[config.mk]
export PLATFORM = sky130hd
export DESIGN_NAME = baud_tick_gen_flat
export DESIGN_NICKNAME = d
export VERILOG_FILES = /design/src/rtl/baud_tick_gen_if.sv /design/src/rtl/baud_tick_gen.sv /design/src/flat_wrapper.sv
export SDC_FILE = /design/constraint.sdc
export NUM_CORES = 1
export LEC_CHECK = 0
export ABC_AREA = 1
export BUFFER_PORTS_ARGS = -buffer_cell sky130_fd_sc_hd__buf_2
export CORE_MARGIN = 8
export CORE_UTILIZATION = 40
export CTS_CLUSTER_DIAMETER = 40
export DETAILED_ROUTE_END_ITERATION = 8
export PLACE_DENSITY = 0.63
export SETUP_SLACK_MARGIN = 0.4
export SYNTH_ARGS = -nofsm -noshare
export SYNTH_HDL_FRONTEND = slang
export SYNTH_SLANG_ARGS = --single-unit
export TNS_END_PERCENT = 30
[constraint.sdc]
create_clock -name clk_i -period 1.7 [get_ports clk_i]
set_input_delay 0.085 -clock clk_i [delete_from_list [all_inputs] [get_ports clk_i]]
set_output_delay 0.085 -clock clk_i [all_outputs]
set_load 0.03 [all_outputs]
[src/rtl/baud_tick_gen_if.sv]
// Control/status bundle for baud_tick_gen: divisor load, phase sync, enable and tick outputs.
// Master drives the controls; the generator (slave) drives tick, bit_tick and div_q.
interface baud_tick_gen_if #(
    parameter int unsigned DIV_W  = 16,
    parameter int unsigned FRAC_W = 4
);
    logic              en;
    logic              div_wr;
    logic [DIV_W-1:0]  div_val;
    logic [FRAC_W-1:0] frac_val;
    logic              sync;
    logic              tick;
    logic              bit_tick;
    logic [DIV_W-1:0]  div_q;

    modport master (
        output en, div_wr, div_val, frac_val, sync,
        input  tick, bit_tick, div_q
    );

    modport slave (
        input  en, div_wr, div_val, frac_val, sync,
        output tick, bit_tick, div_q
    );
endinterface

[src/rtl/baud_tick_gen.sv]
// Runtime-programmable oversample/bit tick generator for the UART blocks.
// Define BAUD_TICK_GEN_FRAC_EN to enable the fractional divisor accumulator.
module baud_tick_gen #(
    parameter int unsigned DIV_W       = 16,
    parameter int unsigned DIV_DEFAULT = 325,
    parameter int unsigned OVS         = 16,
    parameter int unsigned OVS_W       = 4,
    parameter int unsigned FRAC_W      = 4
) (
    input  logic           clk_i,
    input  logic           reset_i,
    baud_tick_gen_if.slave bus
);

`ifdef BAUD_TICK_GEN_FRAC_EN
    // One extra bit so div_q+1 stays representable when the stretch flag is set.
    localparam int unsigned CNT_W = DIV_W + 1;
`else
    localparam int unsigned CNT_W = DIV_W;
`endif

    logic [CNT_W-1:0] cnt_q, cnt_d, term;
    logic [OVS_W-1:0] ovs_q, ovs_d;
    logic [DIV_W-1:0] div_reg_q, div_reg_d;
    logic             tick_q, tick_d;
    logic             bit_tick_q, bit_tick_d;

`ifdef BAUD_TICK_GEN_FRAC_EN
    logic [FRAC_W-1:0] frac_q, frac_d;
    logic [FRAC_W-1:0] acc_q, acc_d;
    logic              stretch_q, stretch_d;
    logic [FRAC_W:0]   acc_sum;

    assign term    = {1'b0, div_reg_q} + CNT_W'(stretch_q);
    assign acc_sum = {1'b0, acc_q} + {1'b0, frac_q};
`else
    logic unused_frac;

    assign term        = div_reg_q;
    assign unused_frac = ^bus.frac_val;
`endif

    always_comb begin
        cnt_d      = cnt_q;
        ovs_d      = ovs_q;
        div_reg_d  = div_reg_q;
        tick_d     = 1'b0;
        bit_tick_d = 1'b0;
`ifdef BAUD_TICK_GEN_FRAC_EN
        frac_d     = frac_q;
        acc_d      = acc_q;
        stretch_d  = stretch_q;
`endif
        if (bus.div_wr) begin
            div_reg_d = bus.div_val;
            cnt_d     = '0;
            ovs_d     = '0;
`ifdef BAUD_TICK_GEN_FRAC_EN
            frac_d    = bus.frac_val;
            acc_d     = '0;
            stretch_d = 1'b0;
`endif
        end else if (bus.sync) begin
            cnt_d     = '0;
            ovs_d     = '0;
`ifdef BAUD_TICK_GEN_FRAC_EN
            acc_d     = '0;
            stretch_d = 1'b0;
`endif
        end else if (bus.en) begin
            if (cnt_q == term) begin
                cnt_d  = '0;
                tick_d = 1'b1;
                if (ovs_q == OVS_W'(OVS - 1)) begin
                    ovs_d      = '0;
                    bit_tick_d = 1'b1;
                end else begin
                    ovs_d = ovs_q + OVS_W'(1);
                end
`ifdef BAUD_TICK_GEN_FRAC_EN
                acc_d     = acc_sum[FRAC_W-1:0];
                stretch_d = acc_sum[FRAC_W];
`endif
            end else begin
                cnt_d = cnt_q + CNT_W'(1);
            end
        end
    end

    always_ff @(posedge clk_i) begin
        if (reset_i) begin
            cnt_q      <= '0;
            ovs_q      <= '0;
            div_reg_q  <= DIV_W'(DIV_DEFAULT);
            tick_q     <= 1'b0;
            bit_tick_q <= 1'b0;
`ifdef BAUD_TICK_GEN_FRAC_EN
            frac_q     <= '0;
            acc_q      <= '0;
            stretch_q  <= 1'b0;
`endif
        end else begin
            cnt_q      <= cnt_d;
            ovs_q      <= ovs_d;
            div_reg_q  <= div_reg_d;
            tick_q     <= tick_d;
            bit_tick_q <= bit_tick_d;
`ifdef BAUD_TICK_GEN_FRAC_EN
            frac_q     <= frac_d;
            acc_q      <= acc_d;
            stretch_q  <= stretch_d;
`endif
        end
    end

    assign bus.tick     = tick_q;
    assign bus.bit_tick = bit_tick_q;
    assign bus.div_q    = div_reg_q;

endmodule

[src/flat_wrapper.sv]
// flat-port wrapper written by rule: the top's interface ports become plain ports
module baud_tick_gen_flat 
#(
    parameter int unsigned DIV_W       = 16,
    parameter int unsigned DIV_DEFAULT = 325,
    parameter int unsigned OVS         = 16,
    parameter int unsigned OVS_W       = 4,
    parameter int unsigned FRAC_W      = 4
)
  (clk_i, reset_i, bus_en, bus_div_wr, bus_div_val, bus_frac_val, bus_sync, bus_tick, bus_bit_tick, bus_div_q);
  baud_tick_gen_if #(.DIV_W(DIV_W), .FRAC_W(FRAC_W)) bus_i ();
  input  logic clk_i;
  input  logic reset_i;
  input wire logic [$bits(bus_i.en)-1:0] bus_en;
  input wire logic [$bits(bus_i.div_wr)-1:0] bus_div_wr;
  input wire logic [$bits(bus_i.div_val)-1:0] bus_div_val;
  input wire logic [$bits(bus_i.frac_val)-1:0] bus_frac_val;
  input wire logic [$bits(bus_i.sync)-1:0] bus_sync;
  output wire logic [$bits(bus_i.tick)-1:0] bus_tick;
  output wire logic [$bits(bus_i.bit_tick)-1:0] bus_bit_tick;
  output wire logic [$bits(bus_i.div_q)-1:0] bus_div_q;
  assign bus_i.en = bus_en;
  assign bus_i.div_wr = bus_div_wr;
  assign bus_i.div_val = bus_div_val;
  assign bus_i.frac_val = bus_frac_val;
  assign bus_i.sync = bus_sync;
  assign bus_tick = bus_i.tick;
  assign bus_bit_tick = bus_i.bit_tick;
  assign bus_div_q = bus_i.div_q;
  baud_tick_gen #(.DIV_W(DIV_W), .DIV_DEFAULT(DIV_DEFAULT), .OVS(OVS), .OVS_W(OVS_W), .FRAC_W(FRAC_W)) u_core (.clk_i(clk_i), .reset_i(reset_i), .bus(bus_i));
endmodule
After elaboration in Yosys (flattened, before gate mapping)
Cells that the tools add are included.
Word-level totals
  memories kept: 0
  register bits after elaboration: 38
  output and inout bits: 18
  bits in latches: 0
  memory bits (read-only): 0
  RAM bits: 0
  bits of input ports: 25
Cells by class
  shift operators: 0
  mux-type cells: 4
  order comparisons: 0
  add/subtract/negate cells: 2
  reduce and logical (&&, ||, !) cells: 4
  $mul: 0
  eq/ne operators: 2
  divide/modulo/power cells: 0
  bitwise gates (word level): 2
Operators by type and width (count)
  16-bit by 1-bit adder with 16-bit output, second input constant: 1
  16-bit == test: 1
  16-bit two-way mux: 1
  5-bit OR reduction: 1
  4-bit by 1-bit adder with 4-bit output, second input constant: 1
  4-bit == test, second input constant: 1
  4-bit two-way mux: 1
  4-bit OR reduction: 1
  3-bit OR reduction: 1
  1-bit two-way mux: 2
  1-bit NOT: 2
  2-bit AND reduction: 1

Logic depth before layout (Yosys ltp)
Gate-level depths: netlist of the first run.
  depth after elaboration: 3
  mapped depth: 10

Least setup slack after synthesis of the first run
No wires, ideal clock.
  kind: reg2reg
  start point: reg u_core.div_reg_q[9] (netlist: u_core.bus.div_q[9])
  end point: reg u_core.cnt_q[1]
  required time: 1.583 ns
  data arrival time: 1.410 ns
  library setup time: 0.117 ns
  stages on the path, launching flop included: 9
  path slack: 0.173 ns
  clock period less this slack: 1.527 ns
  cell sequence: dfxtp_1 -> inv_1 -> nand2_1 -> nand4_1 -> nor2_1 -> nand4_4 -> nand2_4 -> buf_6 -> nor2_1
Between the ends
  longest elaborated chain between the ends: 2
Ends and longest elaborated chain
  from (decl): line baud_tick_gen.sv:24  | logic [DIV_W-1:0] div_reg_q, div_reg_d;
  from (signal assigned): line baud_tick_gen.sv:94  | div_reg_q <= DIV_W'(DIV_DEFAULT);
  from (signal assigned): line baud_tick_gen.sv:105  | div_reg_q <= div_reg_d;
  16-bit == test: line baud_tick_gen.sv:71  | if (cnt_q == term) begin
  16-bit two-way mux: line baud_tick_gen.sv:71
  to (signal assigned): line baud_tick_gen.sv:103  | cnt_q <= cnt_d;
  to (decl): line baud_tick_gen.sv:22  | logic [CNT_W-1:0] cnt_q, cnt_d, term;
Every way passes these cells.
A chain may end at the register's enable or synchronous reset.

Worst setup path in the final report of the first run
  start point: reg u_core.cnt_q[0]
  end point: reg u_core.cnt_q[3]
Between the ends
  longest elaborated chain between the ends: 2
Ends and longest elaborated chain (line)
  16-bit by 1-bit adder with 16-bit output / 16-bit == test (equally long branches): baud_tick_gen.sv:85, baud_tick_gen.sv:71
  16-bit two-way mux (*): baud_tick_gen.sv:71
Every way passes the cells marked *; elsewhere a longest branch is shown, timed or not.

==> impl_results.md, run 1 <==
- Run status: finished clean
- CTS tree: done
- Critical path endpoint category: flip-flop
- Hold Buf Count CTS: 0
- First-pass GRT wire length: 8880 um
- Antenna Cells: 0
- Post-synthesis cell count: 300
- Worst setup SP type: flip-flop
- Post-synth top area share: 38.5%
- Std cell rows: 25
- Io pins: 43
- Post-Syn Area per Cell: 6.58 um2
- Hold WS: 2.37 ps
- Post-synth net total: 327
- Sum Neg Setup Slack: 0 ps
- FF-to-FF path depth: 7
- R2R Setup Slk: 210 ps
- Routed WL: 5430 um
- Clock root buffer: clkbuf_8
- Critical Path Slowest Stage Cell: dfxtp_4
- Worst hold start: bus_div_val[0]
- Clock slew at reported path FFs: 80 ps
- Worst Hold Class: input pin to flip-flop
- Synthesized cell area: 1970 um2
- Worst slew pin tran: 678 ps
- Largest net degree at the start of global routing: 24
- Syn. warnings: 0
- Die W: 86.3 um
- Worst Path Max Fanout: 8
- Final Cell Area: 2580 um2
- Switching power: 0.528 mW
- Slew Viols, Final: 0
- Crit path buf inv count: 1
- Vias per cell: 4.84
- Net Sw Frac: 28.5%
- Fmax: 670 MHz
- Clock sink count: 38
- Area post-placement: 2290 um2
- R2r endpoint: u_core.cnt_q[3]
- Clock buffer depth: 2
- Met2 global-route usage: 25.7%
- Logic pwr share: 15.1%
- Yosys reg bits: 38
- Synth area leaders: dfxtp_1 (39%), nand2_1 (16%), inv_1 (8.2%)
- Residual DRC: 0
- CP top delay family: simple AND/OR/NAND/NOR gates
- Relative slew slack: 54.8%
- PortBufs: 38
- DPL Wire Length: 3840 um
- Crit share post-route: 87.7%
- Synthesis-to-finish area growth: 30.5%
- Final setup vio count: 0
- Total global routing overflow: 0
- Clk_skew: 6.59 ps
- First-pass iteration count of the detailed router: 5
- Hold path endpoint: u_core.bus.div_q[0]
- Unrepaired setup endpoints after global routing: true
- Core area: 4750 um2
- Reg2Reg Launch Point: u_core.cnt_q[0]
- CP arrival: 1680 ps
- Vias in the first global route: 1929
- Worst-Skew Late Latency: 290 ps
- Total global-route track usage: 15.0%
- Initial antenna violation count: 0
- EDFF count, synth: 0
- Pwr Density: 718 nW/um2
- Count leader, synth: nand2_1
- Initial Util: 41.5%
- Iter 0 DRT Violations: 118
- Top cells by count, synth: nand2_1 (83), inv_1 (43), nor2_1 (43)
- Placer Congestion: 0.821
- Worst vdd ir: 0.398 mV
- Layout cells sized above 1: 34.9%
- Total CTS buffers: 5
- Worst hold path depth: 3
- Internal: 1.32 mW
- Via count: 2030
- Final nets: 378
- GR Util met1: 17.8%
- Seq/Total Area, Yosys: 38.5%
- Post-layout min period: 1490 ps
- Seq pwr share: 50.3%
- Post-DRT Antenna Nets: 0
- Crit Path Category: flip-flop to flip-flop
- Worst endpoint required time: 1890 ps
- Wire per inst: 12.9 um
- GRT met3 Usage: 3.21%
- Reported max-cap violation count: 0
- Clock power share: 34.6%
- Critical-path cell list: buf_6, nand2_2, nand4_1, nor2_2, nand4_4, nand2_8, nor2_1
- Fillcell total: 496
- Async S/R FF share, synth: 0%
- Leakage: 1.13 nW
- Die area: 7440 um2
- Synth cell types: 24
- Main synth FF type: dfxtp_1
- Slowest stage delay, CP: 370 ps
- Die height: 86.3 um
- Final Hold Fails: 0
- GR peak layer: met2
- CTS HTree Levels: 2
- Cell taking the most area after synthesis: dfxtp_1
## through the flow
step | util, % | instances | total power, mW | worst slack [ps]
after floorplan | - | 300 | 1.13 | 381
after global placement | 48.2 | 400 | 1.21 | 163
after detailed placement | 48.2 | 400 | 1.21 | 152
after CTS | 53.0 | 417 | 1.85 | 251
after global routing | 54.2 | 419 | 1.92 | 120
final | 54.2 | 419 | 1.85 | 208
## cells in the final DEF, fill, tap and decap left out, types with 6 or more instances in the layout
cell type   n
a21oi_1    15
buf_2      38
buf_4       8
clkbuf_8    6
dfxtp_1    10
dfxtp_2     9
dfxtp_4    19
inv_1      34
inv_2      11
nand2_1    75
nand2_2     9
nand3_1    16
nand4_1     9
nor2_1     31
nor2_2     12
o21ai_0    22
xor2_1      6
## state kept, by name, summed over array words and instances, names as in the netlist
signal	flops
u_core.bus.bit_tick	1
u_core.bus.div_q	16
u_core.bus.tick	1
u_core.cnt_q	16
u_core.ovs_q	4
## power by group through the flow
stage	clock, mW	combinational, mW	sequential (mW)
after floorplan	0	0.120	1.01
after global placement	0	0.253	0.955
after detailed placement	0	0.255	0.955
after CTS	0.653	0.271	0.930
after global routing	0.682	0.308	0.934
final	0.641	0.280	0.930
## area by class of cell
| cell class | count | area (um2) | area share, % |
|---|---|---|---|
| Clock buffer | 6 | 82.6 | 3.21 |
| Multi-Input combinational cell | 213 | 1120 | 43.4 |
| Timing Repair Buffer | 48 | 273 | 10.6 |
| Inverter | 45 | 169 | 6.56 |
| Clock inverter | 2 | 7.51 | 0.291 |
| Tap cell | 67 | 83.8 | 3.25 |
| Sequential cell | 38 | 843 | 32.7 |
## metal layers
layer / part of all wire (%) / vias up
met5: 0 / -
met4: 2.0 / 0
met3: 5.5 / 12
met2: 46 / 57
met1: 46 / 914
li1: - / 1047
## logic make-up (layout without fill, tap and decap cells)
logic type               after synthesis  in the layout  synth area share (%)
AO/OA/AOI/OAI                         39             39                  9.89
XOR/XNOR                               8              8                  3.55
adder cells (fa/ha/maj)                2              2                  1.27
buffers and inverters                 50            101                  9.89
flip-flops                            38             38                  38.5
AND/OR/NAND/NOR                      163            164                  36.9
## worst max path at each step
stage | cells past startpoint | end | slack [ps] | startpoint
finish | 7 | u_core.cnt_q[3] | 210 | u_core.cnt_q[0]
global route | 8 | u_core.cnt_q[11] | 120 | u_core.cnt_q[0]
CTS | 8 | u_core.cnt_q[6] | 250 | u_core.cnt_q[1]
detailed placement | 9 | u_core.cnt_q[12] | 150 | u_core.cnt_q[0]
global placement | 9 | u_core.cnt_q[12] | 160 | u_core.cnt_q[0]
floorplan | 9 | u_core.cnt_q[12] | 380 | u_core.cnt_q[0]
## what timing repair did
action                     CTS  global route
setup endpoints to repair   21            22
pin swaps                   12             5
cloned                       1             0
setup buffers                8             2
gates resized for setup     28            15
## worst register-to-register path: cells and delay by family, from the launching register on
family / cells / cell delay, ps
buffers and inverters: 1 / 120
DFF: 1 / 370
and+or+nand+nor: 6 / 900
Note: power is estimated with default switching activity, not from simulation.
==> run 2: changes to the inputs <==
--- a/config.mk
+++ b/config.mk
@@ -11,7 +11,6 @@
 export CORE_UTILIZATION = 40
 export CTS_CLUSTER_DIAMETER = 40
 export DETAILED_ROUTE_END_ITERATION = 8
-export PLACE_DENSITY = 0.63
 export SETUP_SLACK_MARGIN = 0.4
 export SYNTH_ARGS = -nofsm -noshare
 export SYNTH_HDL_FRONTEND = slang
==> run 2 against run 1 <==
Flip-flop and latch count stayed put. Utilization is 0.34 points lower. Register-to-register slack better by 30 ps. Sequential share of layout area is 0.45 points higher. Clock skew is 2.3 ps lower. Routed wire length is 3.8% lower. Fmax is 2.1% higher. Critical path type unchanged.
==> impl_results.md, run 2 (synthesized netlist as in run 1, its figures left out) <==
- Logic pwr share: 15.1% (about the same)
- Clock buffer depth: 2 (unchanged)
- Worst Path Max Fanout: 4 (was 8)
- Reported max-cap violation count: 0 (unchanged)
- Clock sink count: 38 (unchanged)
- Crit share post-route: 86.0% (was 87.7%)
- Layout cells sized above 1: 34.0% (was 34.9%)
- Relative slew slack: 63.4% (was 54.8%)
- Worst hold path depth: 3 (unchanged)
- Worst endpoint required time: 1880 ps (was 1890 ps)
- PortBufs: 38 (unchanged)
- Vias per cell: 4.68 (was 4.84)
- Die area: 7440 um2 (unchanged)
- Initial Util: 41.5% (unchanged)
- Synthesis-to-finish area growth: 29.7% (was 30.5%)
- Total global routing overflow: 0 (unchanged)
- Residual DRC: 0 (unchanged)
- CP arrival: 1640 ps (was 1680 ps)
- Sum Neg Setup Slack: 0 ps (unchanged)
- Worst slew pin tran: 548 ps (was 678 ps)
- Core area: 4750 um2 (unchanged)
- Initial antenna violation count: 0 (unchanged)
- Slew Viols, Final: 0 (unchanged)
- Worst vdd ir: 0.441 mV (was 0.398 mV)
- Clock power share: 33.3% (was 34.6%)
- Net Sw Frac: 28.4% (was 28.5%)
- Antenna Cells: 0 (unchanged)
- CTS HTree Levels: 2 (unchanged)
- Post-layout min period: 1460 ps (was 1490 ps)
- Final setup vio count: 0 (unchanged)
- Clock slew at reported path FFs: 70 ps (was 80 ps)
- Hold Buf Count CTS: 0 (unchanged)
- Total CTS buffers: 5 (unchanged)
- Fmax: 684 MHz (was 670 MHz)
- Clock root buffer: clkbuf_8 (unchanged)
- Worst Hold Class: input pin to flip-flop (unchanged)
- Hold WS: 11.1 ps (was 2.37 ps)
- Seq pwr share: 51.6% (was 50.3%)
- Final Hold Fails: 0 (unchanged)
- First-pass GRT wire length: 8670 um (was 8880 um)
- Clk_skew: 4.34 ps (was 6.59 ps)
- Fillcell total: 507 (was 496)
- Routed WL: 5220 um (was 5430 um)
- Commonest non-fill, non-tap cell in the layout: nand2_1 (unchanged)
- DPL Wire Length: 3860 um (was 3840 um)
- Internal: 1.29 mW (was 1.32 mW)
- Pwr Density: 701 nW/um2 (was 718 nW/um2)
- Die height: 86.3 um (unchanged)
- Critical path endpoint category: flip-flop (unchanged)
- Leakage: 1.12 nW (was 1.13 nW)
- Worst setup SP type: flip-flop (unchanged)
- Most frequent cells in the layout: nand2_1 (72), buf_2 (38), inv_1 (35), nor2_1 (35), o21ai_0 (23) (was nand2_1 (75), buf_2 (38), inv_1 (34))
- Run status: finished clean (unchanged)
- Switching power: 0.509 mW (was 0.528 mW)
- FF-to-FF path depth: 9 (was 7)
- Final nets: 376 (was 378)
- Vias in the first global route: 1867 (was 1929)
- Via count: 1953 (was 2030)
- Crit Path Category: flip-flop to flip-flop (unchanged)
- Std cell rows: 25 (unchanged)
- CTS tree: done (unchanged)
- Die W: 86.3 um (unchanged)
- Total global-route track usage: 14.8% (was 15.0%)
- Wire per inst: 12.5 um (was 12.9 um)
- Placer Congestion: 0.789 (was 0.821)
- Worst-Skew Late Latency: 290 ps (about the same)
- Io pins: 43 (unchanged)
- Unrepaired setup endpoints after global routing: true (unchanged)
- Iter 0 DRT Violations: 57 (was 118)
- First-pass iteration count of the detailed router: 4 (was 5)
- Largest net degree at the start of global routing: 15 (was 24)
- Post-DRT Antenna Nets: 0 (unchanged)
[run 2: cell types whose count changed in the layout (fill, tap and decap cells not counted), sizes merged]
| cell | change |
|---|---|
| buf | -2 |
| clkbuf | +2 |
| clkinv | -2 |
[run 2: per-layer routing]
layer	wire length [um]	share of wire (%)	vias to the layer above	global-route usage [%]
met5	0	0	-	0
met4	63	1.2	0	4.69
met3	343	6.6	7	4.54
met2	2450	47	36	24.1
met1	2360	45	862	18.0
li1	-	-	1048	-
[run 2: repair_timing]
action | in CTS | in global routing
setup endpoints to repair | 22 | 22
setup buffers | 6 | 1
resized for setup | 30 | 15
pin swaps | 13 | 8
cloned | 1 | 0
endpoints found under the hold margin | 0 | 0
[run 2: worst paths after layout]
kind / endpoint / slack [ps] / from
setup / recovery: u_core.cnt_q[12] / 240 / u_core.cnt_q[0]
setup reg to reg: u_core.cnt_q[12] / 240 / u_core.cnt_q[0]
hold reg to reg: u_core.bus.div_q[10] / 480 / u_core.bus.div_q[10]
hold / removal: u_core.bus.div_q[0] / 10 / bus_div_val[0]
[run 2: cell type report]
class,count,area [um2],share of cell area (%)
Tap cell,67,83.8,3.27
Sequential cell,38,850,33.2
Multi-Input combinational cell,213,1120,43.8
Timing Repair Buffer,46,254,9.92
Inverter,45,171,6.70
Clock buffer,8,80.1,3.13
[run 2: per-stage QoR]
step	total power, mW	worst slack [ps]	cell area (um2)	utilization (%)	instances
after floorplan	1.13	381	2040	-	300
after global placement	1.21	151	2300	48.4	401
after detailed placement	1.21	157	2300	48.4	401
after CTS	1.82	235	2510	52.7	416
after global routing	1.90	122	2560	53.8	417
final	1.80	238	2560	53.8	417
[run 2: critical path: stages (launching register included)]
cell,delay [ps]
dfxtp_2,370
ha_4,140
nand2_2,60
nor2_2,110
inv_2,60
nor2_4,140
nand3b_1,140
nor2_1,150
xnor2_1,120
nor2_1,50
[run 2: power groups by stage]
stage	Combinational, mW	Clock, mW	Sequential (mW)
global placement	0.255	0	0.955
global route	0.301	0.665	0.931
floorplan	0.120	0	1.01
CTS	0.266	0.625	0.930
detailed placement	0.256	0	0.955
finish	0.272	0.597	0.927
